### src/rtl/pll_lock_rst_gen.sv
// pll_lock_rst_gen: PLL lock qualifier, PLL reset retry on timeout, downstream reset release after stable lock.
module pll_lock_rst_gen #(
  parameter int PLL_RST_CYC      = 64,
  parameter int LOCK_TIMEOUT_CYC = 500000,
  parameter int LOCK_STABLE_CYC  = 1024,
  parameter int RST_HOLD_CYC     = 16,
  parameter int CNT_W            = 20,
  parameter int EVT_W            = 8
) (
  input  logic             sys_clk,
  input  logic             sys_rst_n,
  input  logic             pll_lock,
  output logic             pll_rst,
  output logic             rst_n_out,
  output logic             locked_ok,
  output logic [EVT_W-1:0] lock_loss_cnt,
  output logic [EVT_W-1:0] timeout_cnt,
  output logic [2:0]       state_dbg
);
  typedef enum logic [2:0] {
    PLL_RST   = 3'd0,
    WAIT_LOCK = 3'd1,
    STABLE    = 3'd2,
    HOLD      = 3'd3,
    RUN       = 3'd4
  } state_t;
  localparam logic [CNT_W-1:0] RST_LAST  = CNT_W'(PLL_RST_CYC - 1);
  localparam logic [CNT_W-1:0] TO_LAST   = CNT_W'(LOCK_TIMEOUT_CYC - 1);
  localparam logic [CNT_W-1:0] STB_LAST  = CNT_W'(LOCK_STABLE_CYC - 1);
  localparam logic [CNT_W-1:0] HOLD_LAST = CNT_W'(RST_HOLD_CYC - 1);
  state_t           state, state_nx;
  logic [CNT_W-1:0] cnt;
  logic             lock_m, lock_s;
  logic             timeout_evt, loss_evt;
  assign state_dbg = state;
  always_ff @(posedge sys_clk or negedge sys_rst_n)
    if (!sys_rst_n) {lock_s, lock_m} <= 2'b00;
    else {lock_s, lock_m} <= {lock_m, pll_lock};
  // Lock has priority over the timeout when both hit in WAIT_LOCK.
  always_comb begin
    state_nx    = state;
    timeout_evt = 1'b0;
    loss_evt    = 1'b0;
    case (state)
      PLL_RST:   state_nx = (cnt >= RST_LAST) ? WAIT_LOCK : PLL_RST;
      WAIT_LOCK: begin
        state_nx    = lock_s ? STABLE : (cnt == TO_LAST) ? PLL_RST : WAIT_LOCK;
        timeout_evt = !lock_s && cnt == TO_LAST;
      end
      STABLE:    state_nx = !lock_s ? WAIT_LOCK : (cnt == STB_LAST) ? HOLD : STABLE;
      HOLD:      state_nx = !lock_s ? WAIT_LOCK : (cnt == HOLD_LAST) ? RUN : HOLD;
      RUN: begin
        state_nx = lock_s ? RUN : WAIT_LOCK;
        loss_evt = !lock_s;
      end
      default:   state_nx = PLL_RST;
    endcase
  end
  always_ff @(posedge sys_clk or negedge sys_rst_n)
    if (!sys_rst_n) begin
      state         <= PLL_RST;
      cnt           <= '0;
      pll_rst       <= 1'b1;
      rst_n_out     <= 1'b0;
      locked_ok     <= 1'b0;
      lock_loss_cnt <= '0;
      timeout_cnt   <= '0;
    end else begin
      state         <= state_nx;
      cnt           <= (state_nx != state) ? '0 : cnt + 1'b1;
      pll_rst       <= state_nx == PLL_RST;
      rst_n_out     <= state_nx == RUN;
      locked_ok     <= state_nx == RUN;
      lock_loss_cnt <= (loss_evt && !(&lock_loss_cnt)) ? lock_loss_cnt + 1'b1 : lock_loss_cnt;
      timeout_cnt   <= (timeout_evt && !(&timeout_cnt)) ? timeout_cnt + 1'b1 : timeout_cnt;
    end
endmodule

### config.mk
export PLATFORM = sky130hd
export DESIGN_NAME = pll_lock_rst_gen
export DESIGN_NICKNAME = d
export VERILOG_FILES = /design/src/rtl/pll_lock_rst_gen.sv
export SDC_FILE = /design/constraint.sdc
export NUM_CORES = 1
export LEC_CHECK = 0
export ABC_AREA = 1
export BUFFER_PORTS_ARGS = -buffer_cell sky130_fd_sc_hd__buf_4
export CORE_ASPECT_RATIO = 1.5
export CORE_MARGIN = 2
export CORE_UTILIZATION = 50
export CTS_CLUSTER_SIZE = 20
export DETAILED_ROUTE_END_ITERATION = 12
export GPL_ROUTABILITY_DRIVEN = 0
export PLACE_DENSITY = 0.77
export REMOVE_ABC_BUFFERS = 1
export SETUP_SLACK_MARGIN = 0.02
export SYNTH_ARGS = -nofsm -noshare
export SYNTH_HDL_FRONTEND = slang
export SYNTH_SLANG_ARGS = --single-unit
### constraint.sdc
create_clock -name sys_clk -period 2.4 [get_ports sys_clk]
set_input_delay 0.12 -clock sys_clk [delete_from_list [all_inputs] [get_ports sys_clk]]
set_output_delay 0.12 -clock sys_clk [all_outputs]
set_load 0.02 [all_outputs]
=== Yosys cells after proc, flatten, opt, wreduce, memory -nomap -nowiden ===
Index checks and enable logic that the tools add are counted.

* Flip-flop bits (word level): 43
* Input port bits: 3
* Output and inout bits: 22
* Word-level logic and storage cells: 43

* $add $sub $neg: 3
* $lt $le $gt $ge: 1
* Equal/unequal tests: 9
* Muxes and demuxes: 12
* Reduce and logical (&&, ||, !) cells: 10

{| class="wikitable"
|+ Operators by type and width
! operator !! count
|-
| $add A20 B1 Y20 const B || 1
|-
| $eq A20 B10 Y1 const B || 1
|-
| $eq A20 B19 Y1 const B || 1
|-
| $eq A20 B4 Y1 const B || 1
|-
| $ge A20 B6 Y1 const B || 1
|-
| $mux W20 || 1
|-
| $add A8 B1 Y8 const B || 2
|-
| $reduce_and A8 Y1 || 2
|-
| $pmux W3 S5 || 1
|-
| $mux W3 || 3
|-
| $eq A3 B2 Y1 const B || 2
|-
| $eq A3 B3 Y1 const B || 2
|-
| $logic_not A3 Y1 || 2
|-
| $mux W1 || 5
|-
| $mux W2 || 2
|-
| $eq A3 B1 Y1 const B || 1
|-
| $logic_and A1 B1 Y1 || 3
|-
| $logic_not A1 Y1 || 3
|-
| $ne A3 B3 Y1 || 1
|}

=== Logic depth before layout (Yosys ltp) ===
Gate-level depths: netlist (run 1).

* Depth after elaboration: 6
* Gate-level depth with buffers: 14
* Gate-level depth less buffers: 13

=== Worst setup path before layout (run 1) ===
Ideal clock, no wire load.

* Path type: reg2reg
* Start point: reg timeout_cnt[0]
* End point: reg timeout_cnt[3]
* Library setup time: 118 ps
* Data arrival time: 1601 ps
* Data required time: 2282 ps
* Slack: 681 ps
* Cell stages (with the launch flop): 10
* Path buffers: 0
* Clock period less this slack: 1719 ps
* Cell sequence: dfrtp_1 ha_1 inv_1 nor2_1 nand3_1 nor3_1 nor3_4 nand2_2 xor2_1 inv_1

* Word-level cells in the longest chain between the ends: 3
* Elaborated cells on any way between the ends: 4
* Classes of those cells: add/sub: 1; reduce/logical: 3

{| class="wikitable"
|+ RTL lines
! item !! RTL line !! text
|-
| start: declaration || 17 || <nowiki>output logic [EVT_W-1:0] timeout_cnt,</nowiki>
|-
| start signal: assignment || 75 || <nowiki>timeout_cnt <= (timeout_evt && !(&timeout_cnt)) ? timeout_cnt + 1'b1 : timeout_cnt;</nowiki>
|-
| branches (longest 3 deep; another with $add A8 B1 Y8) || - ||
|}

Parallel ways; which one is timed is not known.
A chain may end at the register's enable or synchronous reset.

=== Worst setup path after layout (run 1) ===
* Start point: reg cnt[0]
* End point: reg cnt[19]

* Word-level cells in the longest chain between the ends: 6
* Elaborated cells on any way between the ends: 15
* Classes of those cells: add/sub: 1; order compare: 1; eq/ne: 4; mux: 9

{| class="wikitable"
|+ RTL lines
! item !! RTL line !! text
|-
| start: declaration || 32 || <nowiki>logic [CNT_W-1:0] cnt;</nowiki>
|-
| start signal: assignment || 70 || <nowiki>cnt <= (state_nx != state) ? '0 : cnt + 1'b1;</nowiki>
|-
| branches (longest 5 deep; another with $ge A20 B6 Y1) || - ||
|-
| $mux W20 * || 70 ||
|}

Every way passes the cells marked *.

==> flow_metrics.env, run 1 <==
export IMPL_syn_area_per_cell_sq_um=8.64
export IMPL_timing_reg2reg_worst_path_depth=13
export IMPL_floorplan_initialDensity=0.521
export IMPL_period_needed_ns=2.06
export IMPL_setup_tns_ns=0
export IMPL_synth_compound_area_frac=0.0143
export IMPL_path_clk_slew_ns=0.08
export IMPL_drt_vias_per_instance=5.03
export IMPL_area_growth_syn_to_layout_pct=15.1
export IMPL_grt_pass1_wl_microns=7490
export IMPL_yosysSeqAreaShare=0.455
export IMPL_yosys_top_cells_area="dfrtp_1 44%, xor2_1 8.5%, nand2_1 7.1%"
export IMPL_hold_viol=0
export IMPL_cts_max_level=2
export IMPL_power_static_leakage_nw=1.29
export IMPL_finalSetupViolCount=0
export IMPL_crit_path_max_fo=12
export IMPL_drcViolationCount=0
export IMPL_synth_xor_area_frac=0.118
export IMPL_ios=25
export IMPL_detailedRoute_firstIterationViolations=63
export IMPL_synth_top_family_by_area="simple AND/OR/NAND/NOR gates"
export IMPL_clk_root_buffer_cell="clkbuf_8"
export IMPL_port_buffers=24
export IMPL_p_total_mw=1.25
export IMPL_worst_skew_pair_late_latency_ns=0.29
export IMPL_die_width_microns=60.2
export IMPL_antenna_left=0
export IMPL_final_net_count=309
export IMPL_maxCapViolCount=0
export IMPL_synth_lib_cells_used_distinct=28
export IMPL_multi_input_comb_area_sq_mm=0.00109
export IMPL_worstReg2RegStart="cnt[0]$_DFF_PN0_"
export IMPL_pin_count_of_the_biggest_net_entering_global_routing=44
export IMPL_worst_ir_drop_on_vdd_v=0.000383
export IMPL_grt_util_all_layers=0.187
export IMPL_critical_path_arrival_ns=2.29
export IMPL_global_route_overflow_total=0
export IMPL_die_height_microns=88.3
export IMPL_rsz0062_at_grt="no"
export IMPL_design_core_area_sq_mm=0.00454
export IMPL_antenna_violations_before_repair=0
export IMPL_worstSetupStartpoint="cnt[0]$_DFF_PN0_"
export IMPL_tritoncts="built"
export IMPL_drive_gt1_frac=0.243
export IMPL_worstReg2RegEnd="cnt[19]$_DFF_PN0_"
export IMPL_tightestPinTransition_ns=0.527
export IMPL_num_vias=1852
export IMPL_synth_adder_area_share=0.0159
export IMPL_drv_slew=0
export IMPL_sequential_cell_area_sq_mm=0.00108
export IMPL_netlist_top_cell_by_area="dfrtp_1"
export IMPL_yosys_register_bits=43
export IMPL_die_area_sq_mm=0.00531
export IMPL_synth_simple_gate_area_frac=0.307
export IMPL_power_per_cell_area_mw_per_mm2=460
export IMPL_cts_post_setup_buffers_inserted=0
export IMPL_final_fill_count=399
export IMPL_status="completed"
export IMPL_synth_edff_count=0
export IMPL_synth_most_common_cell="nand2_1"
export IMPL_syn_instance_count=274
export IMPL_count_of_standard_cell_rows=30
export IMPL_criticalPathCategory="flop to flop"
export IMPL_maxClockFrequency_mhz=486
export IMPL_tritoncts_num_buffers=5
export IMPL_hpwlAfterDp_microns=3360
export IMPL_synthArstFlopShare=1.00
export IMPL_synth_cells_most_frequent="45 x nand2_1, 42 x dfrtp_1, 37 x inv_1"
export IMPL_main_flop_type_after_synthesis="dfrtp_1"
export IMPL_clock_sink_count=43
export IMPL_cp_data_required_time_ns=2.63
export IMPL_synthesis_yosys_warnings=0
export IMPL_synthMuxAreaShare=0.00476
export IMPL_crit_path_end_kind="flop"
export IMPL_worstHoldPathType="primary input to asynchronous set/reset pin"
export IMPL_relSlewSlack=0.649
export IMPL_drt_pass1_iterations=4
export IMPL_wl_per_cell_microns=12.2
export IMPL_antennaDiodeCount=0
export IMPL_reg2reg_setup_slack_ns=0.34
export IMPL_finClkSkew_ns=0.00715
export IMPL_grt_pass1_vias=1780
export IMPL_netlist_area_sq_mm=0.00237
export IMPL_synth_top_area_frac=0.444
export IMPL_final_period_utilization=0.858
export IMPL_start_kind="flop"
export IMPL_ctsLongestPathBuffers=2
export IMPL_drt_total_wl_microns=4480
-- cell usage in the layout, fill, tap and decap left out, drive strengths merged, types with 2 or more instances in the layout --
cell type / netlist / layout
nor4: 2 / 2
clkbuf: 0 / 7
nor2: 52 / 52
dfrtp: 42 / 42
nand2: 48 / 48
nand4: 9 / 9
inv: 40 / 40
o22ai: 2 / 2
ha: 3 / 3
nand3: 18 / 18
nor3: 13 / 13
dlygate4sd3: 0 / 2
xnor2: 9 / 9
o21ai: 2 / 2
xor2: 23 / 23
buf: 5 / 25
-- report_power, final --
part           internal, mW  leakage [nW]  switching, mW
combinational       0.00453         0.665         0.0146
sequential            0.726         0.578        0.00227
clock                 0.262        0.0505          0.244
total                 0.992          1.29          0.261
-- repair_timing --
item,in CTS,in global routing
gates resized for setup,0,0
hold endpoints to repair,43,0
hold buffers,2,0
-- cells by family after synthesis --
kind of cell | count (synthesis)
buffers and inverters | 46
and+or+nand+nor | 143
DFF | 43
AOI/OAI and AO/OA | 6
xor gates and xnor gates | 32
muxes | 1
adders and majority gates | 3
-- layer usage --
layer	vias to the layer above	global-route usage	share of wire
met3	15	0.0424	0.038
li1	911	-	-
met4	0	0.0889	0.029
met2	54	0.348	0.55
met1	872	0.189	0.39
met5	-	0	0
-- through the flow --
stage / cell area (sq um) / hold slack [ns] / setup WS [ns] / cells / utilization
final: 2720 / 0.349 / 0.342 / 368 / 0.600
after global routing: 2720 / 0.361 / 0.124 / 368 / 0.600
after CTS: 2720 / 0.351 / 0.326 / 368 / 0.600
after detailed placement: 2600 / 0.140 / 0.347 / 358 / 0.572
after global placement: 2600 / 0.134 / 0.362 / 358 / 0.572
after floorplan: 2320 / -0.176 / 0.537 / 269 / -
-- worst max path at each step --
stage | cells after the start | slack [ns] | endpoint
2_1_floorplan | 10 | 0.54 | cnt[0]$_DFF_PN0_
3_3_place_gp | 12 | 0.36 | cnt[8]$_DFF_PN0_
3_5_place_dp | 13 | 0.35 | cnt[19]$_DFF_PN0_
4_1_cts | 13 | 0.33 | cnt[19]$_DFF_PN0_
5_1_grt | 13 | 0.12 | cnt[19]$_DFF_PN0_
6_report | 13 | 0.34 | cnt[19]$_DFF_PN0_
-- registers in the layout, indices dropped and copies added (netlist names) --
register and cells:
cnt 20, lock_loss_cnt 8, lock_m 1, lock_s 1, locked_ok 1, pll_rst 1
state_dbg 3, timeout_cnt 8
-- worst max-delay path, stage by stage, from the launching register on --
cell     delay [ns]
dfrtp_1        0.41
ha_1           0.24
nand3_2        0.13
inv_1          0.05
nand2_1        0.12
nand3_1        0.09
nand2_1        0.09
nand3_2        0.09
nor2_2         0.15
nand2_1        0.07
nand2_1        0.08
nand2_2        0.18
buf_12         0.22
nor2_2         0.07
-- final cells by class --
cell class,count,share of cell area
multi-input combinational,185,0.400
sequential,43,0.395
timing repair buffer,27,0.0808
inverter,41,0.0565
clock buffer,7,0.0354
tap,64,0.0294
clock inverter,1,0.00276
(Power assumes the default switching activity.)
==> run 2, diff against run 1 <==
--- a/config.mk
+++ b/config.mk
@@ -6,14 +6,15 @@
 export NUM_CORES = 1
 export LEC_CHECK = 0
 export ABC_AREA = 1
-export BUFFER_PORTS_ARGS = -buffer_cell sky130_fd_sc_hd__buf_4
 export CORE_ASPECT_RATIO = 1.5
 export CORE_MARGIN = 2
 export CORE_UTILIZATION = 50
 export CTS_CLUSTER_SIZE = 20
 export DETAILED_ROUTE_END_ITERATION = 12
+export DONT_BUFFER_PORTS = 1
 export GPL_ROUTABILITY_DRIVEN = 0
-export PLACE_DENSITY = 0.77
+export PLACE_DENSITY = 0.72
+export RECOVER_POWER = 100
 export REMOVE_ABC_BUFFERS = 1
 export SETUP_SLACK_MARGIN = 0.02
 export SYNTH_ARGS = -nofsm -noshare
==> run 2 against run 1 <==
Net effect: worst hold slack gained 0.0039 ns; design area down 8.0%; setup slack improved by 0.063 ns; sequential share of layout area up 3.5 points; clock power up 14%; power rose by 5.6%; first-iteration DRC count down 7.9%; cell count down 6.3%; largest cell class is now sequential cells; largest power group unchanged.
==> flow_metrics.env, run 2 (synthesis results as in run 1) <==
export IMPL_cp_common_cell="nand2_1"
export IMPL_cp_top_family="simple AND/OR/NAND/NOR gates"
export IMPL_crit_path_end_kind="flop"
export IMPL_crit_path_max_fo=20
export IMPL_status="completed"
export IMPL_finClkSkew_ns=0.00827
export IMPL_count_of_standard_cell_rows=30
export IMPL_cts_max_level=2
export IMPL_detailedRoute_firstIterationViolations=58
export IMPL_combinationalPowerShare=0.014
export IMPL_largest_register="cnt"
export IMPL_critical_path_cell_chain="ha_1 -> nand3_1 -> nor2_1 -> nand4_1 -> nand2_1 -> nand2_1 -> nor2_1 -> nand2_1 -> nand2_1 -> nand2_2 -> buf_12 -> nor2_1"
export IMPL_maxClockFrequency_mhz=501
export IMPL_pwr_share_clk=0.437
export IMPL_p_int_mw=1.07
export IMPL_num_vias=1710
export IMPL_drt_pass1_iterations=4
export IMPL_mostFrequentLayoutCell="nand2_1"
export IMPL_cpPeakStageDelay_ns=0.36
export IMPL_drv_slew=0
export IMPL_hold_viol=0
export IMPL_worst_ir_drop_on_vdd_v=0.000192
export IMPL_floorplan_initialDensity=0.521
export IMPL_path_clk_slew_ns=0.08
export IMPL_area_growth_syn_to_layout_pct=5.87
export IMPL_start_kind="flop"
export IMPL_final_fill_count=414
export IMPL_ios=25
export IMPL_drt_total_wl_microns=4420
export IMPL_cp_slowest_cell="dfrtp_1"
export IMPL_grt_util_all_layers=0.182
export IMPL_rsz0062_at_grt="no"
export IMPL_worst_skew_pair_late_latency_ns=0.29
export IMPL_setup_tns_ns=0
export IMPL_design_core_area_sq_mm=0.00454
export IMPL_post_cts_resized=0
export IMPL_cp_data_required_time_ns=2.62
export IMPL_criticalPathCategory="flop to flop"
export IMPL_period_needed_ns=2.00
export IMPL_wl_per_cell_microns=12.8
export IMPL_seq_power_share=0.550
export IMPL_sw_frac_of_total=0.195
export IMPL_drcViolationCount=0
export IMPL_switching_power_mw=0.258
export IMPL_layout_top_registers="cnt (20), lock_loss_cnt (8), timeout_cnt (8)"
export IMPL_antennaDiodeCount=0
export IMPL_clock_sink_count=43
export IMPL_tightestPinTransition_ns=1.04
export IMPL_global_route_overflow_total=0
export IMPL_critical_path_arrival_ns=2.22
export IMPL_maxCapViolCount=0
export IMPL_pin_count_of_the_biggest_net_entering_global_routing=44
export IMPL_power_static_leakage_nw=1.18
export IMPL_antenna_violations_before_repair=0
export IMPL_clk_root_buffer_cell="clkbuf_8"
export IMPL_tritoncts="built"
export IMPL_worstHoldPathType="flop to flop"
export IMPL_tritoncts_num_buffers=5
export IMPL_most_common_layout_cells="46 x nand2_1, 42 x nor2_1, 42 x dfrtp_1, 38 x inv_1, 23 x xor2_1"
export IMPL_die_height_microns=88.3
export IMPL_ctsLongestPathBuffers=2
export IMPL_die_width_microns=60.2
export IMPL_antenna_left=0
export IMPL_finalSetupViolCount=0
export IMPL_port_buffers=0
export IMPL_relSlewSlack=0.306
export IMPL_cp_num_buf_inv=1
export IMPL_drive_gt1_frac=0.103
export IMPL_final_period_utilization=0.831
export IMPL_largest_register_ffs=20
export IMPL_dpl_cell_area_sq_mm=0.00242
export IMPL_final_net_count=286
export IMPL_drt_vias_per_instance=4.96
export IMPL_die_area_sq_mm=0.00531
export IMPL_grt_pass1_vias=1738
export IMPL_finalInstanceArea_sq_mm=0.00250
export IMPL_power_per_cell_area_mw_per_mm2=528
export IMPL_hpwlAfterDp_microns=3120
export IMPL_grt_pass1_wl_microns=7330
## run 2: cell count changes in the layout (fill, tap and decap cells not counted), sizes merged
cell / previous run / this run
buf: 25 / 1
bufinv: 0 / 1
clkinv: 1 / 2
clkinvlp: 1 / 0
## run 2: worst reg2reg max path: cells and delay by family, from the launching register on
kind / cells / cell delay (ns)
simple gates: 10 / 1.23
flops: 1 / 0.36
fa+ha+maj: 1 / 0.19
buf+inv: 1 / 0.15
## run 2: layout make-up
cell class	count	area, sq um	share of cell area
Inverter	41	154	0.0614
Multi-Input combinational cell	185	1030	0.412
Sequential cell	43	1080	0.430
Clock inverter	2	35.0	0.0140
Clock buffer	6	82.6	0.0330
Tap cell	64	80.1	0.0320
Timing Repair Buffer	4	45.0	0.0180
## run 2: worst paths after layout
check | cells after the start | start | end | slack, ns
max | 12 | cnt[0]$_DFF_PN0_ | cnt[19]$_DFF_PN0_ | 0.40
min | 0 | lock_m$_DFF_PN0_ | lock_s$_DFF_PN0_ | 0.35
max reg2reg | 12 | cnt[0]$_DFF_PN0_ | cnt[19]$_DFF_PN0_ | 0.40
min reg2reg | 0 | lock_m$_DFF_PN0_ | lock_s$_DFF_PN0_ | 0.35
max in group asynchronous | 2 | sys_rst_n | cnt[9]$_DFF_PN0_ | 1.19
min in group asynchronous | 2 | sys_rst_n | lock_loss_cnt[7]$_DFFE_PN0P_ | 0.57
## run 2: routing by layer
layer,share of wire,track usage
met2,0.56,0.339
met1,0.39,0.185
met4,0.019,0.0788
met3,0.034,0.0482
met5,0,0
## run 2: power groups by stage
stage               Clock (mW)  Combinational (mW)  Sequential (mW)
floorplan                    0            0.000987            0.742
global placement             0             0.00114            0.742
detailed placement           0             0.00128            0.742
CTS                      0.593              0.0223            0.728
global route             0.619              0.0210            0.728
finish                   0.578              0.0179            0.728
## run 2: per-stage QoR
step,total power [mW],setup slack [ns],utilization,hold slack [ns],instances
after floorplan,0.743,0.537,-,-0.176,269
after global placement,0.743,0.520,0.533,-0.175,334
after detailed placement,0.744,0.476,0.533,-0.175,334
after CTS,1.34,0.434,0.567,0.295,345
after global routing,1.37,0.165,0.552,0.364,345
final,1.32,0.405,0.552,0.353,345
## run 2: what timing repair did
action	4_1_cts	5_1_grt
hold endpoints to repair	44	0
hold buffers	3	0
setup buffers	0	0
endpoints found under the setup margin	0	0
==> run 3, diff against run 2 <==
==> constraint.sdc (replaced) <==
create_clock -name sys_clk -period 1.9 [get_ports sys_clk]
set_input_delay 0.095 -clock sys_clk [delete_from_list [all_inputs] [get_ports sys_clk]]
set_output_delay 0.095 -clock sys_clk [all_outputs]
set_load 0.02 [all_outputs]
==> run 3 against run 2 <==
Net effect: highest routed layer unchanged; setup slack got worse by 0.32 ns; clock-buffer cell count unchanged; largest cell class is now multi-input combinational cells; critical path depth stayed put; cell count grew 7.5%; global-route usage increased by 0.38 points; sequential power rose by 26%; register-to-register slack worse by 0.32 ns; non-clock buffer count up 26.
==> flow_metrics.env, run 3 (synthesis results as in run 1) <==
export IMPL_status="completed"
export IMPL_seq_power_share=0.611
export IMPL_drt_total_wl_microns=4800
export IMPL_period_needed_ns=1.81
export IMPL_cp_endpoint="cnt[4]$_DFF_PN0_"
export IMPL_area_growth_syn_to_layout_pct=19.9
export IMPL_hold_viol=0
export IMPL_switching_power_mw=0.326
export IMPL_antenna_left=0
export IMPL_drive_gt1_frac=0.280
export IMPL_critical_path_arrival_ns=1.99
export IMPL_worstSetupStartpoint="cnt[0]$_DFF_PN0_"
export IMPL_maxClockFrequency_mhz=552
export IMPL_start_kind="flop"
export IMPL_cp_data_required_time_ns=2.08
export IMPL_mostFrequentLayoutCell="nand2_1"
export IMPL_critical_path_cell_chain="ha_2 -> nand3_4 -> inv_1 -> nand2_2 -> nand3_1 -> nand2_1 -> nand3_2 -> o21ai_2 -> nand2_2 -> nand2_4 -> clkbuf_16 -> nor2_2"
export IMPL_grt_util_all_layers=0.186
export IMPL_sw_frac_of_total=0.217
export IMPL_largest_register_ffs=20
export IMPL_tightestPinTransition_ns=1.04
export IMPL_layout_cells_non_filler=371
export IMPL_global_route_overflow_total=0
export IMPL_criticalPathCategory="flop to flop"
export IMPL_rsz0062_at_grt="yes"
export IMPL_grt_pass1_vias=1840
export IMPL_clk_root_buffer_cell="clkbuf_8"
export IMPL_worstReg2RegStart="cnt[0]$_DFF_PN0_"
export IMPL_hpwlAfterDp_microns=3210
export IMPL_grt_pass1_wl_microns=7590
export IMPL_pwr_share_clk=0.374
export IMPL_ios=25
export IMPL_port_buffers=0
export IMPL_clock_sink_count=43
export IMPL_power_static_leakage_nw=1.27
export IMPL_detailedRoute_firstIterationViolations=88
export IMPL_cp_common_cell="nand2_2"
export IMPL_p_total_mw=1.50
export IMPL_cp_slowest_cell="dfrtp_1"
export IMPL_critical_path_depth=12
export IMPL_cp_top_family="simple AND/OR/NAND/NOR gates"
export IMPL_most_common_layout_cells="40 x nand2_1, 38 x dfrtp_1, 37 x inv_1, 26 x nor2_2, 22 x xor2_1"
export IMPL_count_of_standard_cell_rows=30
export IMPL_maxCapViolCount=0
export IMPL_die_height_microns=88.3
export IMPL_design_core_area_sq_mm=0.00454
export IMPL_tritoncts_num_buffers=5
export IMPL_worstHoldPathType="flop to flop"
export IMPL_setup_tns_ns=0
export IMPL_final_net_count=312
export IMPL_reg2reg_setup_slack_ns=0.09
export IMPL_die_area_sq_mm=0.00531
export IMPL_worst_skew_pair_late_latency_ns=0.29
export IMPL_drt_pass1_iterations=4
export IMPL_tritoncts="built"
export IMPL_power_per_cell_area_mw_per_mm2=530
export IMPL_num_vias=1832
export IMPL_layout_top_registers="cnt (20), lock_loss_cnt (8), timeout_cnt (8)"
export IMPL_wl_per_cell_microns=12.9
export IMPL_drt_vias_per_instance=4.94
export IMPL_floorplan_initialDensity=0.521
export IMPL_numPlacedInstances=349
export IMPL_final_period_utilization=0.953
export IMPL_cpPeakStageDelay_ns=0.40
export IMPL_crit_path_end_kind="flop"
export IMPL_cp_num_buf_inv=2
export IMPL_crit_path_max_fo=10
export IMPL_ctsLongestPathBuffers=2
export IMPL_timing_reg2reg_worst_path_depth=12
export IMPL_finalSetupViolCount=0
export IMPL_p_int_mw=1.18
export IMPL_drcViolationCount=0
export IMPL_pin_count_of_the_biggest_net_entering_global_routing=44
export IMPL_antennaDiodeCount=0
export IMPL_largest_register="cnt"
export IMPL_worstReg2RegEnd="cnt[4]$_DFF_PN0_"
export IMPL_finClkSkew_ns=0.00823
export IMPL_path_clk_slew_ns=0.07
export IMPL_drv_slew=0
export IMPL_worst_ir_drop_on_vdd_v=0.000312
export IMPL_die_width_microns=60.2
export IMPL_relSlewSlack=0.309
export IMPL_combinationalPowerShare=0.015
export IMPL_antenna_violations_before_repair=0
export IMPL_cts_max_level=2
## run 3: cell count changes in the layout (fill, tap and decap cells not counted), moves of 6 or more
cell	previous run	this run
buf_4	0	15
nand2_1	46	40
nor2_1	42	18
nor2_4	0	8
nor2_2	10	26
clkbuf_1	0	10
## run 3: what timing repair did
item | in CTS | in global routing
resized for setup | 4 | 27
cloned | 0 | 2
pin swaps | 1 | 11
setup buffers | 1 | 8
hold buffers | 3 | 0
setup endpoints to repair | 21 | 28
endpoints found under the hold margin | 44 | 0
## run 3: power groups by stage
stage          clock, mW  sequential [mW]  combinational, mW
6_report           0.562            0.919             0.0222
5_1_grt            0.629            0.920             0.0263
4_1_cts            0.584            0.919             0.0277
3_5_place_dp           0            0.938            0.00140
2_1_floorplan          0            0.937            0.00125
3_3_place_gp           0            0.938            0.00139
## run 3: worst min-delay path by stage
stage | start | end | cells after the start
floorplan | sys_rst_n | cnt[0]$_DFF_PN0_ | 0
global placement | sys_rst_n | timeout_cnt[2]$_DFFE_PN0P_ | 0
detailed placement | sys_rst_n | timeout_cnt[3]$_DFFE_PN0P_ | 0
CTS | sys_rst_n | timeout_cnt[3]$_DFFE_PN0P_ | 2
global route | pll_lock | lock_m$_DFF_PN0_ | 1
finish | lock_m$_DFF_PN0_ | lock_s$_DFF_PN0_ | 0
## run 3: final cells by class
type | count | area, sq um
clock buffers | 6 | 72.6
clock inverters | 2 | 12.5
fillers | 386 | 1700
inverters | 41 | 154
multi-input cells | 185 | 1190
flip-flops and latches | 43 | 1080
well taps | 64 | 80.1
repair buffers | 30 | 241
## run 3: per-layer routing
| metal | routed length (microns) | global-route usage |
|---|---|---|
| met3 | 188 | 0.0409 |
| met2 | 2670 | 0.355 |
| met4 | 124 | 0.0545 |
| met1 | 1810 | 0.198 |
| met5 | 0 | 0 |
## run 3: metrics by stage
stage,cell area (sq um),setup slack (ns),utilization,hold WS [ns]
2_1_floorplan,2320,0.0374,-,-0.201
3_3_place_gp,2530,0.0522,0.558,-0.200
3_5_place_dp,2530,0.0154,0.558,-0.200
4_1_cts,2680,0.0277,0.591,0.250
5_1_grt,2840,-0.0663,0.625,0.363
6_report,2840,0.0885,0.625,0.354
